File: src/rtl/vga_pkg.sv
// Shared constants for the VGA pattern engine: pattern codes, default 640x480@60 timing
// and the line/frame total helper.
package vga_pkg;

    localparam logic [2:0] PAT_BLACK    = 3'd0;
    localparam logic [2:0] PAT_RED      = 3'd1;
    localparam logic [2:0] PAT_GREEN    = 3'd2;
    localparam logic [2:0] PAT_BLUE     = 3'd3;
    localparam logic [2:0] PAT_CHECKER  = 3'd4;
    localparam logic [2:0] PAT_BARS     = 3'd5;
    localparam logic [2:0] PAT_BORDER   = 3'd6;
    localparam logic [2:0] PAT_GRADIENT = 3'd7;

    localparam int DEF_H_ACTIVE = 640;
    localparam int DEF_H_FP     = 16;
    localparam int DEF_H_SYNC   = 96;
    localparam int DEF_H_BP     = 48;
    localparam int DEF_V_ACTIVE = 480;
    localparam int DEF_V_FP     = 10;
    localparam int DEF_V_SYNC   = 2;
    localparam int DEF_V_BP     = 33;

    function automatic int calc_total(input int active, input int fp, input int sync_w, input int bp);
        return active + fp + sync_w + bp;
    endfunction

endpackage

File: src/rtl/vga_timing_counter.sv
// Column/row raster counters with combinational sync, DE, frame-start and line-end flags
// decoded from the current counter position.
module vga_timing_counter
    import vga_pkg::*;
#(
    parameter int H_ACTIVE = DEF_H_ACTIVE,
    parameter int H_FP     = DEF_H_FP,
    parameter int H_SYNC   = DEF_H_SYNC,
    parameter int H_BP     = DEF_H_BP,
    parameter int V_ACTIVE = DEF_V_ACTIVE,
    parameter int V_FP     = DEF_V_FP,
    parameter int V_SYNC   = DEF_V_SYNC,
    parameter int V_BP     = DEF_V_BP,
    localparam int H_TOTAL = calc_total(H_ACTIVE, H_FP, H_SYNC, H_BP),
    localparam int V_TOTAL = calc_total(V_ACTIVE, V_FP, V_SYNC, V_BP),
    localparam int CW      = $clog2(H_TOTAL),
    localparam int RW      = $clog2(V_TOTAL)
) (
    input  logic          i_clk,
    input  logic          i_rst,
    input  logic          i_en,
    output logic [CW-1:0] o_col,
    output logic [RW-1:0] o_row,
    output logic          o_hs_act,
    output logic          o_vs_act,
    output logic          o_de,
    output logic          o_frame_start,
    output logic          o_line_end
);

    localparam logic [CW-1:0] COL_LAST = CW'(H_TOTAL - 1);
    localparam logic [RW-1:0] ROW_LAST = RW'(V_TOTAL - 1);

    logic [CW-1:0] col_q, col_d;
    logic [RW-1:0] row_q, row_d;

    always_comb begin
        col_d = col_q;
        row_d = row_q;
        if (col_q == COL_LAST) begin
            col_d = '0;
            row_d = (row_q == ROW_LAST) ? '0 : row_q + 1'b1;
        end else begin
            col_d = col_q + 1'b1;
        end
    end

    always_ff @(posedge i_clk or posedge i_rst) begin
        if (i_rst) begin
            col_q <= '0;
            row_q <= '0;
        end else if (i_en) begin
            col_q <= col_d;
            row_q <= row_d;
        end
    end

    // Compare as int so a sync window ending exactly at the total never overflows CW bits.
    assign o_hs_act      = (int'(col_q) >= H_ACTIVE + H_FP) &&
                           (int'(col_q) <  H_ACTIVE + H_FP + H_SYNC);
    assign o_vs_act      = (int'(row_q) >= V_ACTIVE + V_FP) &&
                           (int'(row_q) <  V_ACTIVE + V_FP + V_SYNC);
    assign o_de          = (int'(col_q) < H_ACTIVE) && (int'(row_q) < V_ACTIVE);
    assign o_frame_start = (col_q == '0) && (row_q == '0);
    assign o_line_end    = (col_q == COL_LAST);
    assign o_col         = col_q;
    assign o_row         = row_q;

endmodule

File: src/rtl/vga_pattern_engine.sv
// VGA timing plus test-pattern generator: pattern is latched at frame start and every
// output is registered one enabled step after the raster position it describes.
module vga_pattern_engine
    import vga_pkg::*;
#(
    parameter int VIDEO_WIDTH  = 3,
    parameter int H_ACTIVE     = DEF_H_ACTIVE,
    parameter int H_FP         = DEF_H_FP,
    parameter int H_SYNC       = DEF_H_SYNC,
    parameter int H_BP         = DEF_H_BP,
    parameter int V_ACTIVE     = DEF_V_ACTIVE,
    parameter int V_FP         = DEF_V_FP,
    parameter int V_SYNC       = DEF_V_SYNC,
    parameter int V_BP         = DEF_V_BP,
    parameter int SYNC_POL     = 0,
    parameter int CHECKER_LOG2 = 5,
    localparam int H_TOTAL     = calc_total(H_ACTIVE, H_FP, H_SYNC, H_BP),
    localparam int V_TOTAL     = calc_total(V_ACTIVE, V_FP, V_SYNC, V_BP),
    localparam int CW          = $clog2(H_TOTAL),
    localparam int RW          = $clog2(V_TOTAL)
) (
    input  logic                   i_clk,
    input  logic                   i_rst,
    input  logic                   i_en,
    input  logic [2:0]             i_pattern,
    output logic                   o_hsync,
    output logic                   o_vsync,
    output logic                   o_de,
    output logic [CW-1:0]          o_col,
    output logic [RW-1:0]          o_row,
    output logic                   o_frame_start,
    output logic [VIDEO_WIDTH-1:0] o_red,
    output logic [VIDEO_WIDTH-1:0] o_green,
    output logic [VIDEO_WIDTH-1:0] o_blue
);

    localparam int                     BAR_W    = (H_ACTIVE / 8 > 0) ? H_ACTIVE / 8 : 1;
    localparam logic                   SYNC_ACT = (SYNC_POL != 0);
    localparam logic [VIDEO_WIDTH-1:0] FULL     = '1;

    logic [CW-1:0] cnt_col;
    logic [RW-1:0] cnt_row;
    logic          cnt_hs_act;
    logic          cnt_vs_act;
    logic          cnt_de;
    logic          cnt_fs;
    logic          cnt_line_end;

    vga_timing_counter #(
        .H_ACTIVE (H_ACTIVE),
        .H_FP     (H_FP),
        .H_SYNC   (H_SYNC),
        .H_BP     (H_BP),
        .V_ACTIVE (V_ACTIVE),
        .V_FP     (V_FP),
        .V_SYNC   (V_SYNC),
        .V_BP     (V_BP)
    ) u_timing (
        .i_clk         (i_clk),
        .i_rst         (i_rst),
        .i_en          (i_en),
        .o_col         (cnt_col),
        .o_row         (cnt_row),
        .o_hs_act      (cnt_hs_act),
        .o_vs_act      (cnt_vs_act),
        .o_de          (cnt_de),
        .o_frame_start (cnt_fs),
        .o_line_end    (cnt_line_end)
    );

    logic [2:0]             pat_q;
    logic [2:0]             eff_pat;
    logic [2:0]             bar_idx_q, bar_idx_d;
    logic [CW-1:0]          bar_px_q, bar_px_d;
    logic                   hsync_q, vsync_q, de_q, fs_q;
    logic [CW-1:0]          col_q;
    logic [RW-1:0]          row_q;
    logic [VIDEO_WIDTH-1:0] red_q, green_q, blue_q;
    logic [VIDEO_WIDTH-1:0] red_d, green_d, blue_d;
    logic                   ck_col, ck_row, on_border;

    // Pixel (0,0) must already use the newly requested pattern, so bypass the latch there.
    assign eff_pat = cnt_fs ? i_pattern : pat_q;

    // Bar index tracks the counter column; bar 7 saturates and absorbs the remainder pixels.
    always_comb begin
        bar_idx_d = bar_idx_q;
        bar_px_d  = bar_px_q;
        if (cnt_line_end) begin
            bar_idx_d = '0;
            bar_px_d  = '0;
        end else if (bar_idx_q != 3'd7) begin
            if (bar_px_q == CW'(BAR_W - 1)) begin
                bar_idx_d = bar_idx_q + 3'd1;
                bar_px_d  = '0;
            end else begin
                bar_px_d = bar_px_q + 1'b1;
            end
        end
    end

    assign ck_col    = |((cnt_col >> CHECKER_LOG2) & CW'(1));
    assign ck_row    = |((cnt_row >> CHECKER_LOG2) & RW'(1));
    assign on_border = (cnt_col == '0) || (cnt_col == CW'(H_ACTIVE - 1)) ||
                       (cnt_row == '0) || (cnt_row == RW'(V_ACTIVE - 1));

    always_comb begin
        red_d   = '0;
        green_d = '0;
        blue_d  = '0;
        if (cnt_de) begin
            case (eff_pat)
                PAT_RED:   red_d   = FULL;
                PAT_GREEN: green_d = FULL;
                PAT_BLUE:  blue_d  = FULL;
                PAT_CHECKER: begin
                    if (ck_col ^ ck_row) begin
                        red_d   = FULL;
                        green_d = FULL;
                        blue_d  = FULL;
                    end
                end
                PAT_BARS: begin
                    red_d   = {VIDEO_WIDTH{bar_idx_q[2]}};
                    green_d = {VIDEO_WIDTH{bar_idx_q[1]}};
                    blue_d  = {VIDEO_WIDTH{bar_idx_q[0]}};
                end
                PAT_BORDER: begin
                    if (on_border) begin
                        red_d   = FULL;
                        green_d = FULL;
                        blue_d  = FULL;
                    end
                end
                PAT_GRADIENT: begin
                    red_d   = cnt_col[CW-1 -: VIDEO_WIDTH];
                    green_d = cnt_col[CW-1 -: VIDEO_WIDTH];
                    blue_d  = cnt_col[CW-1 -: VIDEO_WIDTH];
                end
                default: ;
            endcase
        end
    end

    always_ff @(posedge i_clk or posedge i_rst) begin
        if (i_rst) begin
            pat_q     <= PAT_BLACK;
            bar_idx_q <= '0;
            bar_px_q  <= '0;
            hsync_q   <= ~SYNC_ACT;
            vsync_q   <= ~SYNC_ACT;
            de_q      <= 1'b0;
            fs_q      <= 1'b0;
            col_q     <= '0;
            row_q     <= '0;
            red_q     <= '0;
            green_q   <= '0;
            blue_q    <= '0;
        end else if (i_en) begin
            if (cnt_fs) begin
                pat_q <= i_pattern;
            end
            bar_idx_q <= bar_idx_d;
            bar_px_q  <= bar_px_d;
            hsync_q   <= cnt_hs_act ? SYNC_ACT : ~SYNC_ACT;
            vsync_q   <= cnt_vs_act ? SYNC_ACT : ~SYNC_ACT;
            de_q      <= cnt_de;
            fs_q      <= cnt_fs;
            col_q     <= cnt_col;
            row_q     <= cnt_row;
            red_q     <= red_d;
            green_q   <= green_d;
            blue_q    <= blue_d;
        end
    end

    assign o_hsync       = hsync_q;
    assign o_vsync       = vsync_q;
    assign o_de          = de_q;
    assign o_frame_start = fs_q;
    assign o_col         = col_q;
    assign o_row         = row_q;
    assign o_red         = red_q;
    assign o_green       = green_q;
    assign o_blue        = blue_q;

endmodule

File: config.mk
export PLATFORM = sky130hd
export DESIGN_NAME = vga_pattern_engine
export DESIGN_NICKNAME = d
export VERILOG_FILES = /design/src/rtl/vga_pkg.sv /design/src/rtl/vga_timing_counter.sv /design/src/rtl/vga_pattern_engine.sv
export SDC_FILE = /design/constraint.sdc
export NUM_CORES = 1
export LEC_CHECK = 0
export BUFFER_PORTS_ARGS = -buffer_cell sky130_fd_sc_hd__buf_2
export CAP_MARGIN = 15
export CELL_PAD_IN_SITES_DETAIL_PLACEMENT = 1
export CELL_PAD_IN_SITES_GLOBAL_PLACEMENT = 1
export CORE_UTILIZATION = 50
export CTS_CLUSTER_SIZE = 10
export DETAILED_ROUTE_END_ITERATION = 12
export GPL_TIMING_DRIVEN = 0
export MAX_ROUTING_LAYER = met4
export PLACE_DENSITY_LB_ADDON = 0.1
export SYNTH_ARGS = -nofsm -noshare
export SYNTH_HDL_FRONTEND = slang
export SYNTH_HIERARCHICAL = 1
export SYNTH_SLANG_ARGS = --single-unit
File: constraint.sdc
create_clock -name i_clk -period 4.5 [get_ports i_clk]
set_input_delay 0.9 -clock i_clk [delete_from_list [all_inputs] [get_ports i_clk]]
set_output_delay 0.9 -clock i_clk [all_outputs]
set_load 0.005 [all_outputs]
Yosys cells after proc, flatten, opt, wreduce, memory -nomap -nowiden

Index checks and enable logic that the tools add are counted.

Input port bits: 6
Word-level logic and storage cells: 71
Register bits: 69

Bitwise gates (word level): 1
$lt $le $gt $ge: 6
Equality and inequality tests: 13
Reduce and logical (&&, ||, !) cells: 14
Add/sub/neg operators: 4
Mux-type cells: 19

Operator list:

| kind                  | count |
|---|---|
| $mux 10               | 5 |
| $pmux 3 s5            | 3 |
| $add 10x1->10 const B | 3 |
| $eq 10x10->1 const B  | 3 |
| $mux 3                | 9 |
| $logic_not 10->1      | 2 |
| $lt 10x10->1 const B  | 2 |
| $lt 10x9->1 const B   | 2 |
| $eq 3x3->1 const B    | 4 |
| $eq 10x7->1 const B   | 1 |
| $eq 10x9->1 const B   | 1 |
| $ge 10x10->1 const B  | 1 |
| $ge 10x9->1 const B   | 1 |
| $eq 3x2->1 const B    | 2 |
| $logic_and 1x1->1     | 4 |
| $reduce_and 2->1      | 2 |
| $reduce_bool 2->1     | 2 |
| $add 3x1->3 const B   | 1 |
| $eq 3x1->1 const B    | 1 |
| $logic_or 1x1->1      | 3 |
| $ne 3x3->1 const B    | 1 |
| $reduce_and 3->1      | 1 |
| $mux 1                | 2 |
| $xor 1x1->1           | 1 |

Logic depth before layout (Yosys ltp)

Gate-level depths: netlist of run 1.

Depth after elaboration: 7
Depth in mapped cells: 11
Depth with buffers taken out: 10

By module

The synthesis of run 1 kept the hierarchy.

Modules (own cells, without submodules):

| module             | area each (um^2) | instances | sequential area each (um^2) | cells each |
|---|---|---|---|---|
| vga_pattern_engine | 2372.3           | 1         | 1228.7                      | 202 |
| vga_timing_counter | 1179.9           | 1         | 500.5                       | 122 |

Worst setup path before layout of run 1

OpenSTA, ideal clock, no wires.

Path type: register to register
Start: register u_timing.row_q[0], in the netlist u_timing/o_row[0]
End: register blue_q[0], in the netlist o_blue[0]
Required time: 4352 ps
Slack: 1946 ps
Buffers on the path: 1
Data arrival time: 2406 ps
Setup time: 148 ps
Stages on the path, launching flop included: 10
Clock period less this slack: 2554 ps
Cells stage by stage: dfrtp_1 inv_1 ha_1 nor4b_1 nand4_1 nor4_1 buf_6 mux2_4 o31ai_4 o221ai_1

Word-level cells in the longest chain between the ends: 6

Ends and longest elaborated chain:

| what                                            | RTL line                  | source |
|---|---|---|
| start, declared                                 | vga_timing_counter.sv:35  | `logic [RW-1:0] row_q, row_d;` |
| start signal, assigned                          | vga_timing_counter.sv:54  | `row_q <= row_d;` |
| $logic_not 10->1 *                              | vga_timing_counter.sv:64  | `assign o_frame_start = (col_q == '0) && (row_q == '0);` |
| $logic_and 1x1->1 *                             | vga_timing_counter.sv:64  |  |
| named net cnt_fs                                | vga_pattern_engine.sv:46  | `logic cnt_fs;` |
| $mux 3 *                                        | -                         |  |
| $eq 3x3->1 / $eq 3x2->1 (equally long branches) | vga_pattern_engine.sv:112 | `case (eff_pat)` |
| $pmux 3 s5 *                                    | vga_pattern_engine.sv:112 |  |
| $mux 3 *                                        | vga_pattern_engine.sv:111 | `if (cnt_de) begin` |
| end signal, assigned                            | vga_pattern_engine.sv:173 | `blue_q <= blue_d;` |
| end, declared                                   | vga_pattern_engine.sv:78  | `logic [VIDEO_WIDTH-1:0] red_q, green_q, blue_q;` |

Mark *: on every way through the listed nets, which the timed path passes. The rest lies on a longest branch.
A chain may end at the register's enable or synchronous reset.

Final worst setup path of run 1

Start: register u_timing.row_q[0], in the netlist u_timing/o_row[0]
End: register green_q[0], in the netlist o_green[0]

Word-level cells in the longest chain between the ends: 6

Ends and longest elaborated chain:

| what                                            | RTL line                  | source |
|---|---|---|
| $logic_not 10->1 *                              | vga_timing_counter.sv:64  |  |
| $logic_and 1x1->1 *                             | vga_timing_counter.sv:64  |  |
| named net cnt_fs                                | vga_pattern_engine.sv:46  |  |
| $mux 3 *                                        | -                         |  |
| $eq 3x3->1 / $eq 3x2->1 (equally long branches) | vga_pattern_engine.sv:112 |  |
| $pmux 3 s5 *                                    | vga_pattern_engine.sv:112 |  |
| $mux 3 *                                        | vga_pattern_engine.sv:111 |  |
| end signal, assigned                            | vga_pattern_engine.sv:172 | `green_q <= green_d;` |
| end, declared                                   | vga_pattern_engine.sv:78  |  |

Marks and branches as above.

==> results.md, run 1 <==
- Post-CTS sizing: 0
- Worst skew pair latency: 0.35 ns
- Top post-synthesis cells by count: dfrtp_1 (67), mux2_2 (25), nand2_1 (24)
- Slew @ Worst Pin: 0.874 ns
- DP Cell Count: 459
- Synth area leaders: dfrtp_1 (47%), mux2_2 (7.9%), ha_1 (2.8%)
- Yosys top cell by area: dfrtp_1
- Reg2reg start: u_timing/o_row[0]
- ANT cells: 0
- First-pass GRT wire length: 14,600 µm
- Synth Flop Type: dfrtp_1
- Reg2reg setup slack: between 1 and 1.5 ns
- Initial antenna violation count: 0
- I/O pin cnt: 39
- Top Usage Layer GRT: met2
- Post-DRT Antenna Nets: 0
- Final setup vio count: 0
- RSZ-0062 raised after global routing: false
- Yosys warnings: 6
- Pins Over Slew Limit: 0
- Starting Density: 0.520
- Gate Count Post-Synth: 324
- Tmin final: a little over 3 ns
- Reg2Reg Capture Point: o_green[0]
- H-tree depth: 3
- Vias/cell: 5.76
- Wire per inst: approximately 18 µm
- Count leader, synth: dfrtp_1
- TritonCTS clock tree: done
- Nature of the critical path startpoint: register
- Core area: 0.00683 mm²
- M3 GR Usage: 0.0486
- Row Count: 30
- Sequential share of the synthesized area: 0.487
- Aggregate global routing overflow: 0
- M2 GR Usage: 0.429
- Dpl hpwl: 5940 µm
- R2R cell count: 9
- Fraction of layout cells with a size suffix above 1: 0.301
- CTS Buffer Depth: 2
- GPL Wtd Cong: 0.859
- DRC viols: 0
- GR Util met1: 0.335
- Post-synthesis to final-layout area growth: 16.3%
- Worst Clk Skew: about 0.0068 ns
- Die ar.: 0.00745 mm²
- WP data required: ~4.7 ns
- Drt first pass iters: 4
- Rel. slew slack: 0.417
- Vias: roughly 2.7k
- Power density over cell area: about 410 mW/mm²
- Largest net degree at the start of global routing: 41
- Port buffer count: 38
- Maxcap violations: 0
- Max IR drop VDD: 0.237 mV
- Yosys cell types: between 50 and 60
- Crit-path max FO: 9
- Clock root cell: clkbuf_8
- CTS sink cnt: 69
- Total CTS buffers: 9
- Post-synth EDFFs: 0
- Vias in the first global route: ~2.9k
- Ys async rst share: 1.00
- CP arrival: 3.26 ns
- Critical Path Sink Type: register
- DRT Wirelength: 8670 µm
- Die span in y: about 86 µm
- Kind of critical path: register to register
- Die W: roughly 86 µm
- Avg Synthesized Cell Area: around 11 µm²
- Worst setup startpoint: u_timing/o_row[0]
- Lkg Pwr: 0.00189 µW
- Synth top area share: 0.472
- All-layer global routing usage: 0.266
- Final Instance Count excl. Fillers: 475
- #FFs+latches synth: between 60 and 70
- Hold Crit Class: primary input to asynchronous set/reset pin
- Synthesized cell area: 0.00355 mm²
- Nets@finish: 388
- Post-CTS Setup Bufs: 0
- Fin crit share: 0.680
- Outcome: finished, final reports clean
- Clock Pin Slew Worst Setup and Hold Paths: 0.08 ns
- Setup tns final: 0 ns
- Syn nets: between 300 and 400
- Hold_buf cts: 0
- Detailed Route Iter0 Violations: 75
- Final hold violations: 0
- Critical Path End: o_green[0]
- Fmax: 327 MHz
-- final cells by class --
| class | instances | area (µm²) |
|---|---|---|
| timing repair buffer | 39 | 210 |
| inverter | 20 | 75.1 |
| clock inverter | 6 | 110 |
| sequential | 69 | 1730 |
| tap | 96 | 120 |
| clock buffer | 10 | 138 |
| buffer | 9 | 65.1 |
| multi-input combinational | 226 | 1680 |
| fill | 762 | 2700 |
-- routing by layer --
layer	wire length [µm]	up-vias
met5	0	-
met4	165	0
li1	-	1275
met2	4270	61
met3	302	14
met1	3930	1385
-- per-stage QoR --
stage	total power [µW]	hold slack, ns	cell area, µm²	setup WS (ns)	utilization
6_report	1710	0.478	4130	1.44	0.605
2_1_floorplan	980	0.476	3550	1.95	-
5_1_grt	1790	0.493	4130	1.18	0.605
4_1_cts	1720	0.482	4130	1.44	0.605
3_5_place_dp	1090	0.478	3880	1.46	0.568
3_3_place_gp	1070	0.478	3860	1.53	0.565
-- power by group --
| group | leakage [µW] | switching [µW] | total (µW) | internal [µW] |
|---|---|---|---|---|
| clock | 0.000119 | 247 | 629 | 382 |
| sequential | 0.000879 | 108 | 808 | 700 |
| combinational | 0.000889 | 144 | 275 | 130 |
| total | 0.00189 | 499 | 1710 | 1210 |
-- flip-flops by register name (all words and copies together) (netlist names) --
| register | flops |
|---|---|
| o_blue | 3 |
| o_de | 1 |
| u_timing/o_col | 10 |
| pat_q | 3 |
| bar_px_q | 10 |
| o_red | 3 |
| u_timing/o_row | 10 |
| o_green | 3 |
| o_frame_start | 1 |
| o_col | 10 |
| o_vsync | 1 |
| bar_idx_q | 3 |
| o_row | 10 |
| o_hsync | 1 |
-- how the worst min path moves through the flow --
stage                     startpoint        to  slack (ns)  cells past startpoint
final                          i_rst  o_col[4]        0.48                      2
after global routing           i_rst  o_col[4]        0.49                      2
after CTS                      i_rst  o_col[4]        0.48                      2
after detailed placement     o_vsync   o_vsync        0.48                      2
after global placement       o_vsync   o_vsync        0.48                      2
after floorplan              o_hsync   o_hsync        0.48                      2
-- critical path, stage by stage, from the launching register on --
cell	delay, ns
dfrtp_1	0.48
inv_1	0.13
ha_1	0.14
nor4b_1	0.46
nand4_1	0.16
nor4_1	0.35
buf_6	0.21
mux2_4	0.34
o31ai_4	0.44
o221ai_1	0.21
-- kinds of logic after synthesis --
family | after synthesis | synth area share
DFF | 69 | 0.487
muxes | 35 | 0.114
AOI/OAI and AO/OA | 53 | 0.100
adders and majority gates | 8 | 0.0282
xor gates and xnor gates | 12 | 0.0296
buffers and inverters | 29 | 0.0394
and+or+nand+nor | 118 | 0.201
-- cells in the final DEF (no fill, tap or decap), types with 3 or more instances in the layout --
| master | synthesis | layout |
|---|---|---|
| a21oi_1 | 9 | 9 |
| mux2_2 | 25 | 25 |
| o21ai_1 | 5 | 5 |
| dfrtp_1 | 67 | 67 |
| xnor2_1 | 5 | 5 |
| inv_1 | 19 | 18 |
| nand3b_1 | 3 | 3 |
| xor2_1 | 7 | 7 |
| nor3b_1 | 5 | 5 |
| ha_1 | 8 | 8 |
| nor3_1 | 6 | 6 |
| and3_1 | 5 | 5 |
| mux2i_1 | 5 | 5 |
| clkbuf_8 | 0 | 10 |
| o221ai_1 | 6 | 6 |
| o22ai_1 | 3 | 3 |
| nand3_1 | 12 | 12 |
| bufinv_16 | 0 | 3 |
| nand2_1 | 24 | 24 |
| buf_6 | 3 | 3 |
| o31ai_1 | 3 | 3 |
| o21ai_0 | 18 | 18 |
| nor2_1 | 18 | 18 |
| a211oi_2 | 3 | 3 |
| nor4_1 | 6 | 6 |
| buf_2 | 4 | 42 |
| nand4_1 | 12 | 12 |
| or3_1 | 5 | 5 |
Note: power is estimated with default switching activity, not from simulation.
==> inputs of run 2 (changes only) <==
--- a/config.mk
+++ b/config.mk
@@ -9,7 +9,7 @@
 export CAP_MARGIN = 15
 export CELL_PAD_IN_SITES_DETAIL_PLACEMENT = 1
 export CELL_PAD_IN_SITES_GLOBAL_PLACEMENT = 1
-export CORE_UTILIZATION = 50
+export CORE_UTILIZATION = 46
 export CTS_CLUSTER_SIZE = 10
 export DETAILED_ROUTE_END_ITERATION = 12
 export GPL_TIMING_DRIVEN = 0
==> constraint.sdc (replaced) <==
create_clock -name i_clk -period 2.9 [get_ports i_clk]
set_input_delay 0.58 -clock i_clk [delete_from_list [all_inputs] [get_ports i_clk]]
set_output_delay 0.58 -clock i_clk [all_outputs]
set_load 0.005 [all_outputs]
==> results.md, run 2 (same netlist as run 1, synthesis figures left out) <==
- Detailed Route Iter0 Violations: 114
- Slew @ Worst Pin: 0.876 ns
- Maxcap violations: 0
- Die ar.: ~0.008 mm²
- First-pass GRT wire length: about 14,000 µm
- Max IR drop VDD: 0.423 mV
- Vias/cell: 5.78
- Final hold violations: 0
- Initial antenna violation count: 0
- DRC viols: 0
- All-layer global routing usage: 0.229
- Worst skew pair latency: 0.34 ns
- Wire per inst: between 15 and 20 µm
- Hold Crit Class: primary input to asynchronous set/reset pin
- Starting Density: 0.482
- Tmin final: 2.88 ns
- CP arrival: just over 3 ns
- Clock Pin Slew Worst Setup and Hold Paths: 0.08 ns
- Kind of critical path: register to register
- I/O pin cnt: 39
- Most frequent cells in the layout: dfrtp_1 (66), buf_2 (42), mux2_2 (25)
- Critical Path Sink Type: register
- Aggregate global routing overflow: 0
- Vias in the first global route: about 2.8k
- Row Count: 31
- Core Util, Final: 0.555
- DRT Wirelength: 8490 µm
- Clock root cell: clkbuf_8
- Port buffer count: 38
- Nets@finish: 390
- H-tree depth: 3
- Post-DRT Antenna Nets: 0
- Post-synthesis to final-layout area growth: 15.1%
- Fraction of layout cells with a size suffix above 1: 0.308
- Final setup vio count: 0
- Worst Clk Skew: 0.0108 ns
- ANT cells: 0
- TritonCTS clock tree: done
- Total CTS buffers: 9
- Largest net degree at the start of global routing: 42
- Rel. slew slack: 0.415
- CTS sink cnt: 69
- Fin crit share: 0.994
- Power density over cell area: between 500 and 600 mW/mm²
- Drt first pass iters: 4
- Pins Over Slew Limit: 0
- Vias: between 2k and 3k
- Final Instance Count excl. Fillers: 479
- CTS Buffer Depth: 2
- GPL Wtd Cong: 0.796
- Lkg Pwr: 0.00186 µW
- Crit-path max FO: 9
- WP data required: 3.10 ns
- Dpl hpwl: 5810 µm
- Nature of the critical path startpoint: register
- Most common cell after layout, fill and taps aside: dfrtp_1
- Die span in y: about 90 µm
- Fmax: approximately 350 MHz
- Outcome: finished, final reports clean
- Core area: 0.00737 mm²
- DP Cell Count: 462
- Total chip power: 2360 µW
- Die W: around 90 µm
-- run 2: metal layers --
layer	share of wire	GRT usage	up-vias
met5	0	-	-
met4	0.020	0.0995	0
met3	0.037	0.0313	20
met2	0.47	0.354	74
met1	0.48	0.304	1397
li1	-	-	1278
-- run 2: cell type report --
type                       instances  area [µm²]
clock inverter                     4        25.0
clock buffer                      11         141
sequential                        69        1730
tap                               99         124
timing repair buffer              41         225
buffer                             9        65.1
multi-input combinational        226        1700
inverter                          20        75.1
fill                             839        3280
-- run 2: final timing paths --
| path | from | endpoint | slack (ns) | cells after the start |
|---|---|---|---|---|
| max in group asynchronous | i_rst | u_timing/o_row[0] | 1.87 | 2 |
| setup reg to reg | u_timing/o_row[1] | o_blue[0] | 0.02 | 11 |
| setup / recovery | u_timing/o_row[1] | o_blue[0] | 0.02 | 11 |
| hold reg to reg | o_vsync | o_vsync | 0.50 | 2 |
| min in group i_clk | i_pattern[1] | pat_q[1] | 0.49 | 2 |
| hold / removal | i_rst | o_col[6] | 0.15 | 2 |
-- run 2: worst max-delay path: stages (launching register included) --
cell and delay [ns]:
dfrtp_1 0.48, inv_1 0.12, ha_1 0.17, nor4b_4 0.25
nand4_1 0.15, nor4_2 0.29, buf_6 0.19, mux2i_4 0.34
mux2i_1 0.31, o22ai_1 0.12, nand3_1 0.17, o221ai_1 0.15
-- run 2: power breakdown --
part,switching (µW),total (µW),internal (µW)
clock,366,693,326
sequential,162,1250,1090
combinational,214,415,201
-- run 2: per-stage QoR --
| stage | cell area (µm²) | TNS (ns) | hold WS (ns) | setup WS [ns] |
|---|---|---|---|---|
| floorplan | 3550 | 0 | 0.476 | 0.346 |
| CTS | 4060 | 0 | 0.147 | 0.0151 |
| global route | 4090 | -0.139 | 0.158 | -0.0580 |
| global placement | 3870 | -0.256 | 0.482 | -0.0558 |
| finish | 4090 | 0 | 0.153 | 0.0182 |
| detailed placement | 3890 | -0.653 | 0.488 | -0.126 |
-- run 2: timing repair --
item | CTS | global route
gates resized for setup | 1 | 3
endpoints found under the hold margin | 0 | 0
hold buffers | 0 | 0
setup endpoints to repair | 9 | 9
buffers inserted | 0 | 2
==> inputs of run 3 (changes only) <==
--- a/config.mk
+++ b/config.mk
@@ -5,11 +5,14 @@
 export SDC_FILE = /design/constraint.sdc
 export NUM_CORES = 1
 export LEC_CHECK = 0
+export ABC_AREA = 1
 export BUFFER_PORTS_ARGS = -buffer_cell sky130_fd_sc_hd__buf_2
 export CAP_MARGIN = 15
 export CELL_PAD_IN_SITES_DETAIL_PLACEMENT = 1
 export CELL_PAD_IN_SITES_GLOBAL_PLACEMENT = 1
-export CORE_UTILIZATION = 46
+export CORE_MARGIN = 2
+export CORE_UTILIZATION = 45
+export CTS_BUF_LIST = sky130_fd_sc_hd__clkbuf_2
 export CTS_CLUSTER_SIZE = 10
 export DETAILED_ROUTE_END_ITERATION = 12
 export GPL_TIMING_DRIVEN = 0
==> results.md, run 3 <==
- Die W: between 90 and 100 µm
- Fill cells: 1,086
- CTS Buffer Depth: 2
- Crit-path max FO: 10
- Setup tns final: 0 ns
- H-tree depth: 3
- Synthesized cell area: 0.00379 mm²
- Gate Count Post-Synth: 504
- Die ar.: 0.00917 mm²
- Yosys top cell by area: dfrtp_1
- Int Power: about 1500 µW
- Post-CTS Setup Bufs: 0
- DRT Wirelength: 9980 µm
- Fraction of layout cells with a size suffix above 1: 0.168
- Comb power frac: 0.213
- Fmax: 383 MHz
- Pins Over Slew Limit: 0
- Buf/Inv on CP: 2
- Synth top area share: 0.442
- Vias: 3,444
- Final Instance Count excl. Fillers: 665
- Sw Share: 0.353
- Worst Clk Skew: 0.0360 ns
- Largest net degree at the start of global routing: 36
- DP Cell Count: 648
- Post-DRT Antenna Nets: 0
- Vias/cell: ~5.2
- Most frequent cells in the layout: nand2_1 (179), dfrtp_1 (67), nor2_1 (55)
- Starting Density: 0.464
- Yosys cell types: 36
- Multi-input gate area: 0.00178 mm²
- Clock share of power: 0.246
- CP arrival: 3.06 ns
- Post-synthesis to final-layout area growth: 12.2%
- Synth Flop Type: dfrtp_1
- Ys async rst share: 1.00
- Kind of critical path: register to register
- First-pass GRT wire length: 16,800 µm
- Synth area leaders: dfrtp_1 (44%), nand2_1 (18%), nor2_1 (5.4%)
- Most common cell after layout, fill and taps aside: nand2_1
- Total CTS buffers: 9
- Maxcap violations: 0
- Nets@finish: 569
- RSZ-0062 raised after global routing: false
- Final setup vio count: 0
- Critical Path Sink Type: register
- GPL Wtd Cong: 0.860
- Slowest cell delay on critical path: roughly 0.53 ns
- Rel. slew slack: 0.441
- Detailed Route Iter0 Violations: a little over 100
- Outcome: finished, final reports clean
- All-layer global routing usage: 0.244
- Post-synth EDFFs: 0
- ANT cells: 0
- Worst path cell trace: or2_2 -> nor2_1 -> nand4_1 -> nor3_1 -> buf_6 -> nand2_1 -> o21ai_4 -> inv_1 -> nor3_2 -> nand2_1 -> nand3_1 -> nand2_1 -> nand2_1
- Count leader, synth: nand2_1
- CTS sink cnt: 69
- Power density over cell area: 539 mW/mm²
- Core Util, Final: 0.520
- Nature of the critical path startpoint: register
- WP data required: 3.35 ns
- Crit-path slowest cell: dfrtp_1
- Core area: ~0.008 mm²
- TritonCTS clock tree: done
- Die span in y: 95.8 µm
- Vias in the first global route: approximately 3.6k
- Reg area: between 0.0015 and 0.002 mm²
- Hold Crit Class: primary input to register
- Wire per inst: 15.0 µm
- Initial antenna violation count: 0
- Dpl hpwl: 7470 µm
- Net switching power: around 800 µW
- Clock root cell: clkbuf_2
- Sequential share of the synthesized area: 0.456
- Slew @ Worst Pin: 0.838 ns
- Syn nets: 518
- Final Instance Area: around 0.0043 mm²
- Fin crit share: 0.901
- Max IR drop VDD: 0.339 mV
- Placed inst area: 0.00413 mm²
- Final hold violations: 0
- Clock Pin Slew Worst Setup and Hold Paths: 0.23 ns
- #FFs+latches synth: around 70
- Delay-heaviest family, CP: simple AND/OR/NAND/NOR gates
- Avg Synthesized Cell Area: about 7.5 µm²
- Seq pwr share: 0.541
- Row Count: 33
- Worst skew pair latency: 0.51 ns
- Top post-synthesis cells by count: nand2_1 (179), dfrtp_1 (67), nor2_1 (55)
- DRC viols: 0
- Drt first pass iters: 4
- Lkg Pwr: 0.00224 µW
- Port buffer count: 38
- Total chip power: 2290 µW
- Top cell by count, worst path: nand2_1
- Tmin final: 2.61 ns
- Yosys warnings: 6
- Aggregate global routing overflow: 0
- I/O pin cnt: 39
run 3: changes by cell type after synthesis, moves of 5 or more:
| cell | before | now |
|---|---|---|
| nand2_1 | 24 | 179 |
| nor2_1 | 18 | 55 |
| inv_1 | 19 | 49 |
| mux2_2 | 25 | 0 |
| nand3_1 | 12 | 37 |
| nor3_1 | 6 | 13 |
| o221ai_1 | 6 | 0 |
| and3_1 | 5 | 0 |
| clkbuf_1 | 1 | 6 |
| mux2i_1 | 5 | 0 |
| or3_1 | 5 | 0 |
run 3: metal layers:
layer / track usage / up-vias / wire [µm]
li1: - / 1695 / -
met1: 0.301 / 1669 / 4480
met2: 0.409 / 60 / 4990
met3: 0.0313 / 20 / 292
met4: 0.0940 / 0 / 216
met5: - / - / 0
run 3: power groups by stage:
stage / logic, µW / clock network (µW) / registers [µW]
2_1_floorplan: 332 / 0 / 1230
3_3_place_gp: 464 / 0 / 1250
3_5_place_dp: 489 / 0 / 1260
4_1_cts: 496 / 584 / 1240
5_1_grt: 567 / 621 / 1270
6_report: 487 / 565 / 1240
run 3: area by class of cell:
| cell class | instances | share of cell area |
|---|---|---|
| timing repair buffer | 40 | 0.0518 |
| sequential | 69 | 0.406 |
| clock buffer | 9 | 0.0106 |
| inverter | 55 | 0.0485 |
| clock inverter | 7 | 0.0156 |
| buffer | 12 | 0.0182 |
| multi-input combinational | 368 | 0.418 |
| tap | 105 | 0.0309 |
run 3: kinds of logic after synthesis:
| logic type | count (synthesis) | share of synthesized area |
|---|---|---|
| XOR/XNOR | 8 | 0.0185 |
| buffers and inverters | 67 | 0.0749 |
| flip-flops | 69 | 0.456 |
| AO/OA/AOI/OAI | 33 | 0.0531 |
| AND/OR/NAND/NOR | 319 | 0.371 |
| adder cells (fa/ha/maj) | 8 | 0.0264 |
run 3: path summary, 6_finish.rpt:
| check | slack (ns) | start | to | cells past startpoint |
|---|---|---|---|---|
| worst max-delay path | 0.29 | u_timing/o_row[7] | o_blue[1] | 13 |
| worst min-delay path | 0.35 | i_en | u_timing/o_col[0] | 2 |
| worst max register to register | 0.29 | u_timing/o_row[7] | o_blue[1] | 13 |
| worst min register to register | 0.49 | o_col[8] | o_col[8] | 2 |
| max in group asynchronous | 1.57 | i_rst | u_timing/o_col[3] | 3 |
| min in group asynchronous | 0.56 | i_rst | o_row[3] | 3 |
run 3: timing repair:
action / CTS / global route
gates resized for setup: 0 / 0
hold buffers: 1 / 0
endpoints found under the hold margin: 11 / 0
run 3: through the flow:
stage	worst slack, ns	hold slack, ns
finish	0.287	0.345
global route	0.0598	0.302
CTS	0.333	0.306
detailed placement	0.397	0.461
global placement	0.429	0.448
floorplan	0.808	0.465
